===== config.mk =====
export PLATFORM = sky130hd
export DESIGN_NAME = cmp_sort_ctrl
export DESIGN_NICKNAME = d
export VERILOG_FILES = /design/src/rtl/cmp_sort_pkg.sv /design/src/rtl/cmp_sort_ctrl_mag_cmp.sv /design/src/rtl/cmp_sort_ctrl.sv
export SDC_FILE = /design/constraint.sdc
export NUM_CORES = 1
export LEC_CHECK = 0
export ABC_AREA = 0
export ABC_CLOCK_PERIOD_IN_PS = 4400
export CORE_AREA = 2 2 88 90
export DETAILED_ROUTE_END_ITERATION = 16
export DIE_AREA = 0 0 90 92
export GPL_TIMING_DRIVEN = 0
export PLACE_DENSITY = 0.81
export SLEW_MARGIN = 10
export SYNTH_ARGS = -nofsm -noshare
export SYNTH_HDL_FRONTEND = slang
export SYNTH_HIERARCHICAL = 1
export SYNTH_SLANG_ARGS = --single-unit

===== constraint.sdc =====
create_clock -name clk -period 4.4 [get_ports clk]
set_input_delay 0.66 -clock clk [delete_from_list [all_inputs] [get_ports clk]]
set_output_delay 0.66 -clock clk [all_outputs]
set_load 0.02 [all_outputs]

===== src/rtl/cmp_sort_pkg.sv =====
// Shared definitions for the compare/sort sequencer: state encoding and
// default geometry of the element buffer.
package cmp_sort_pkg;

  typedef enum logic [1:0] {
    LOAD  = 2'd0,
    SORT  = 2'd1,
    DRAIN = 2'd2
  } state_t;

  localparam int DEF_WIDTH = 4;
  localparam int DEF_DEPTH = 8;

endpackage


===== src/rtl/cmp_sort_ctrl_mag_cmp.sv =====
// Purely combinational unsigned magnitude comparator; the single compare
// resource shared by every step of the sort.
module mag_cmp
  import cmp_sort_pkg::*;
#(
  parameter int WIDTH = DEF_WIDTH
) (
  input  logic [WIDTH-1:0] A,
  input  logic [WIDTH-1:0] B,
  output logic             Greater,
  output logic             Equal
);

  assign Greater = (A > B);
  assign Equal   = (A == B);

endmodule


===== src/rtl/cmp_sort_ctrl.sv =====
// Bubble-sort sequencer: loads up to DEPTH unsigned elements, sorts them
// ascending in place with one shared comparator (one compare per cycle),
// then streams them out smallest first.
// Optional macro CMP_SORT_STATS_EN adds a 16-bit saturating swap_count port.
module cmp_sort_ctrl
  import cmp_sort_pkg::*;
#(
  parameter int WIDTH = DEF_WIDTH,
  parameter int DEPTH = DEF_DEPTH,
  parameter int CW    = $clog2(DEPTH + 1)
) (
  input  logic             clk,
  input  logic             rst_n,
  input  logic             in_valid,
  output logic             in_ready,
  input  logic [WIDTH-1:0] in_data,
  input  logic             start,
  output logic             busy,
  output logic             done,
  output logic             out_valid,
  input  logic             out_ready,
  output logic [WIDTH-1:0] out_data,
  output logic [CW-1:0]    count
`ifdef CMP_SORT_STATS_EN
  ,
  output logic [15:0]      swap_count
`endif
);

  localparam int IW = $clog2(DEPTH);

  state_t           r_state;
  state_t           w_state_nxt;
  logic [WIDTH-1:0] r_buf [DEPTH];
  logic [CW-1:0]    r_count;
  logic [IW-1:0]    r_idx;
  logic [IW-1:0]    r_limit;
  logic [IW-1:0]    r_rd;
  logic             r_swapped;
  logic             r_done;

  logic             w_accept;
  logic [CW-1:0]    w_cnt_nxt;
  logic [WIDTH-1:0] w_a;
  logic [WIDTH-1:0] w_b;
  logic             w_gt;
  logic             w_eq;
  logic             w_swap;
  logic             w_sort_go;
  logic             w_drain_go;
  logic             w_pass_end;
  logic             w_beat;
  logic             w_finish;

  assign in_ready  = (r_state == LOAD) && (r_count < CW'(DEPTH));
  assign busy      = (r_state != LOAD);
  assign done      = r_done;
  assign out_valid = (r_state == DRAIN) && (r_count != '0);
  assign out_data  = out_valid ? r_buf[r_rd] : '0;
  assign count     = r_count;

  assign w_accept  = in_valid && in_ready;
  // An input accepted alongside start is counted before the sort decision.
  assign w_cnt_nxt = r_count + CW'(w_accept);
  assign w_a       = r_buf[r_idx];
  assign w_b       = r_buf[r_idx + IW'(1)];

  mag_cmp #(.WIDTH(WIDTH)) u_cmp (
    .A       (w_a),
    .B       (w_b),
    .Greater (w_gt),
    .Equal   (w_eq)
  );

  // Next-state decode and per-cycle control strobes.
  always_comb begin
    w_state_nxt = r_state;
    w_swap      = 1'b0;
    w_sort_go   = 1'b0;
    w_drain_go  = 1'b0;
    w_pass_end  = 1'b0;
    w_beat      = 1'b0;
    w_finish    = 1'b0;
    case (r_state)
      LOAD: begin
        if (start) begin
          if (w_cnt_nxt >= CW'(2)) begin
            w_state_nxt = SORT;
            w_sort_go   = 1'b1;
          end else begin
            w_state_nxt = DRAIN;
            w_drain_go  = 1'b1;
          end
        end
      end
      SORT: begin
        // Equal operands never swap, which keeps the sort stable.
        w_swap = w_gt && !w_eq;
        if (r_idx == r_limit - IW'(1)) begin
          w_pass_end = 1'b1;
          // A swap on the last compare of a pass still demands another pass.
          if (!(r_swapped || w_swap) || (r_limit == IW'(1))) begin
            w_state_nxt = DRAIN;
            w_drain_go  = 1'b1;
          end
        end
      end
      DRAIN: begin
        if (r_count == '0) begin
          w_finish    = 1'b1;
          w_state_nxt = LOAD;
        end else if (out_ready) begin
          w_beat = 1'b1;
          if (CW'(r_rd) == r_count - CW'(1)) begin
            w_finish    = 1'b1;
            w_state_nxt = LOAD;
          end
        end
      end
      default: w_state_nxt = LOAD;
    endcase
  end

  // State register.
  always_ff @(posedge clk or negedge rst_n) begin
    if (!rst_n) r_state <= LOAD;
    else        r_state <= w_state_nxt;
  end

  // Sort/drain bookkeeping: element count, pass index/limit, read pointer.
  always_ff @(posedge clk or negedge rst_n) begin
    if (!rst_n) begin
      r_count   <= '0;
      r_idx     <= '0;
      r_limit   <= '0;
      r_rd      <= '0;
      r_swapped <= 1'b0;
      r_done    <= 1'b0;
    end else begin
      r_done <= w_finish;
      if (w_finish)      r_count <= '0;
      else if (w_accept) r_count <= w_cnt_nxt;
      if (w_sort_go) begin
        r_idx     <= '0;
        r_limit   <= IW'(w_cnt_nxt - CW'(1));
        r_swapped <= 1'b0;
      end else if (r_state == SORT) begin
        if (w_pass_end) begin
          r_idx     <= '0;
          r_limit   <= r_limit - IW'(1);
          r_swapped <= 1'b0;
        end else begin
          r_idx     <= r_idx + IW'(1);
          r_swapped <= r_swapped || w_swap;
        end
      end
      if (w_drain_go)                r_rd <= '0;
      else if (w_beat && !w_finish)  r_rd <= r_rd + IW'(1);
    end
  end

  // Element buffer: written by accepted inputs in LOAD, swapped in SORT.
  always_ff @(posedge clk or negedge rst_n) begin
    if (!rst_n) begin
      for (int i = 0; i < DEPTH; i++) r_buf[i] <= '0;
    end else if (w_accept) begin
      r_buf[IW'(r_count)] <= in_data;
    end else if (w_swap) begin
      r_buf[r_idx]          <= w_b;
      r_buf[r_idx + IW'(1)] <= w_a;
    end
  end

`ifdef CMP_SORT_STATS_EN
  logic [15:0] r_swap_cnt;

  // Swap statistics: cleared on entry to SORT, saturating, held otherwise.
  always_ff @(posedge clk or negedge rst_n) begin
    if (!rst_n)                                r_swap_cnt <= '0;
    else if (w_sort_go)                        r_swap_cnt <= '0;
    else if (w_swap && r_swap_cnt != 16'hFFFF) r_swap_cnt <= r_swap_cnt + 16'd1;
  end

  assign swap_count = r_swap_cnt;
`endif

endmodule


==> results by group <==
Critical path
  • WS Path Type: reg -> reg
  • Buf/Inv on CP: 4
  • Family with the most delay on the worst path: multiplexers
  • Critical Path Start Type: register
  • CP peak stage delay: between 0.5 and 0.6 ns
  • Reg2reg path depth: 15
  • Critical path, cell by cell: ha_1 > buf_2 > mux4_2 > mux2_2 > inv_1 > ha_1 > and4_1 > a21oi_2 > nor2b_2 > a21oi_1 > or2_2 > clkbuf_1 > buf_2 > a311oi_1 > a2bb2oi_1
  • Worst reg2reg path endpoint: r_buf[11]$_DFFE_PN0P_
  • Reg-to-Reg Start: r_idx[0]$_DFFE_PN0P_
  • Critical Path AT: 4.39 ns
  • Slowest cell on crit path: mux4_2
  • Worst setup EP type: register
  • WP depth: 15
  • R2r setup slk: 0.20 ns
  • Required time worst endpoint: approximately 4.6 ns
  • Max FO, Critical Path: 10

Synth
  • Sequential-to-total area share from yosys stat: 28.4%
  • Yosys top cell by area: dfrtp_1
  • Synth async-reset ratio: 100%
  • Yosys Warn Count: 6
  • Cell variety after synth: 67
  • Area share of the largest cell type after synthesis: 28.4%
  • Ys flop type: dfrtp_1
  • Post-synth EDFFs: 0
  • Avg Inst Size Synth: 8.93 um2
  • Mapped Area: 0.00432 mm2
  • Post-Syn Instances: 484
  • #FFs+latches synth: just under 50
  • Cell with the most instances after synthesis: dfrtp_1
  • Synthesized Nets: between 500 and 600
  • Commonest cells in the netlist: dfrtp_1 (49), nor2_1 (40), nand2_1 (38)
  • Area contributors post-synth: dfrtp_1 (28%), mux4_2 (6.8%), mux2i_1 (5.3%)

Finish
  • Nets@finish: 533
  • Area growth syn-to-layout: 10.9%
  • Sequential Area: ~0.0012 mm2
  • Design area: between 0.004 and 0.005 mm2
  • Final core utilization: 64.4%
  • Fill count: 657
  • Post-route insts no fill: 613
  • Multi-input logic area: about 0.0028 mm2
  • Antenna cells: 0
  • Ratio of cells with drive above 1 in the final layout: between 10% and 20%

Placement
  • Port Buffer Count: 17
  • RePlAce Congestion: 1.09
  • Post-DP HPWL: 10,500 um
  • Inst Count DP: 604
  • DP Area: between 0.004 and 0.005 mm2

Global route
  • Antenna violations before repair: 0
  • GRT Residual Overflow: 0
  • Largest net degree at the start of global routing: 32
  • Gr usage total: 34.2%
  • First-pass GRT wire length: 22,100 um
  • Number of global-route vias before repair: 4,335

Route
  • Iter 0 DRT Violations: slightly above 600
  • DRT antenna net count: 0
  • Drt drc: 0
  • Via-per-instance ratio: 7.03
  • Drt wl/cell: between 20 and 25 um
  • Iteration count of the initial detailed-routing pass: 5
  • WL final: 14,000 um
  • Total number of vias: 4,309

Timing
  • Final Skew: 0.0101 ns
  • RSZ-0062 raised after global routing: no
  • Final Max Tran Viols: 0
  • Max Freq: 238 MHz
  • Hold Vio Cnt, Final: 0
  • Worst Tran Pin Value: 0.757 ns
  • Max_slew headroom: 49.5%
  • Final setup viols: 0
  • Final Critical Period: 4.20 ns
  • Hold Slack: 0.276 ns
  • Period utilisation layout: around 96%

Floorplan
  • Initial Utilization: 58.0%
  • Full die area: 0.00828 mm2
  • Core ar.: 0.00745 mm2
  • Die width: 90 um
  • I/O Pins: 21
  • Site Rows: 32
  • Chip height: 92 um

CTS
  • CTS Sinks: 49
  • Total clock buffers created by CTS: 5
  • Reg clk slew, reported paths: 0.10 ns
  • Root Driver: clkbuf_8
  • # hold bufs at CTS: 0
  • Clock H-tree levels: 2
  • Clock Latency Late Sink: approximately 0.32 ns
  • CTS tree: yes
  • Max Root-Sink Buffers: 2

Min path
  • HP Class: in -> async

Power
  • Pwr Density: 898 mW/mm2
  • Static leakage: 1.95 nW
  • Max VDD drop: 0.000354 V

Flow run
  • Max cap viols: 0

Status
  • Status: completed
-- state kept, by name, summed over array words and instances, names as in the netlist --
signal     count
r_limit        3
count          4
r_state        2
r_buf         32
r_idx          3
r_swapped      1
r_rd           3
done           1
-- report_power, final --
part           leakage, nW  total (mW)  internal, mW  switching, mW
clock network       0.0585       0.351         0.186          0.165
registers            0.615       0.872         0.642          0.230
logic                 1.28        3.09          1.26           1.83
-- layout by cell type (no fill, tap or decap), drive strengths merged, types with 7 or more instances in the layout --
master         netlist  layout
a21oi               19      19
a2bb2oi              9       9
buf                 23      26
clkbuf              14      21
clkdlybuf4s50        0      16
dfrtp               49      49
ha                  14      14
inv                 21      21
mux2                10      10
mux2i               23      23
mux4                13      13
nand2               38      38
nand2b               9       9
nand3               23      23
nor2                40      40
nor2b                9       9
nor3                 8       8
o211ai               7       7
o21a                17      17
o21ai               22      22
o221ai               8       8
o22a                12      12
o32a                14      14
xnor2                7       7
xor2                10      10
-- routing by layer --
layer / global-route usage (%) / vias up / part of all wire [%]
met5: 0 / - / 0
met4: 20.1 / 0 / 6.5
met3: 6.41 / 82 / 9.6
met2: 56.7 / 276 / 46
met1: 41.7 / 2091 / 38
li1: - / 1860 / -
-- area by class of cell --
class	count	share of cell area, %
Tap cell	102	2.66
Multi-Input combinational cell	375	59.1
Clock buffer	7	1.80
Timing Repair Buffer	20	4.17
Inverter	23	1.85
Sequential cell	49	25.6
Buffer	36	4.25
Clock inverter	1	0.626
-- per-stage QoR --
step	setup WS [ns]	setup TNS (ns)	total power [mW]
2_1_floorplan	0.865	0	2.95
3_3_place_gp	-0.271	-3.62	3.67
3_5_place_dp	-0.358	-4.95	3.75
4_1_cts	0.0257	0	4.17
5_1_grt	0.0959	0	4.53
6_report	0.195	0	4.31
-- worst max path at each step --
| stage | from | end |
|---|---|---|
| finish | r_idx[0]$_DFFE_PN0P_ | r_buf[11]$_DFFE_PN0P_ |
| global route | r_idx[0]$_DFFE_PN0P_ | r_buf[5]$_DFFE_PN0P_ |
| CTS | r_idx[0]$_DFFE_PN0P_ | r_buf[5]$_DFFE_PN0P_ |
| detailed placement | r_idx[0]$_DFFE_PN0P_ | r_buf[29]$_DFFE_PN0P_ |
| global placement | r_idx[0]$_DFFE_PN0P_ | r_buf[29]$_DFFE_PN0P_ |
| floorplan | r_idx[0]$_DFFE_PN0P_ | r_buf[13]$_DFFE_PN0P_ |
-- repair_timing --
item / 4_1_cts / 5_1_grt
pin swaps: 2 / 0
gates cloned: 0 / 0
resized for setup: 4 / 9
buffers inserted: 2 / 0
setup endpoints to repair: 27 / 29
-- cells by family after synthesis --
kind of cell	synth area share [%]
fa+ha+maj	4.05
flops	28.4
simple gates	17.9
mux	14.8
compound gates	24.7
buf+inv	6.74
xor+xnor	3.44
Power figures use the tool's default switching activity.
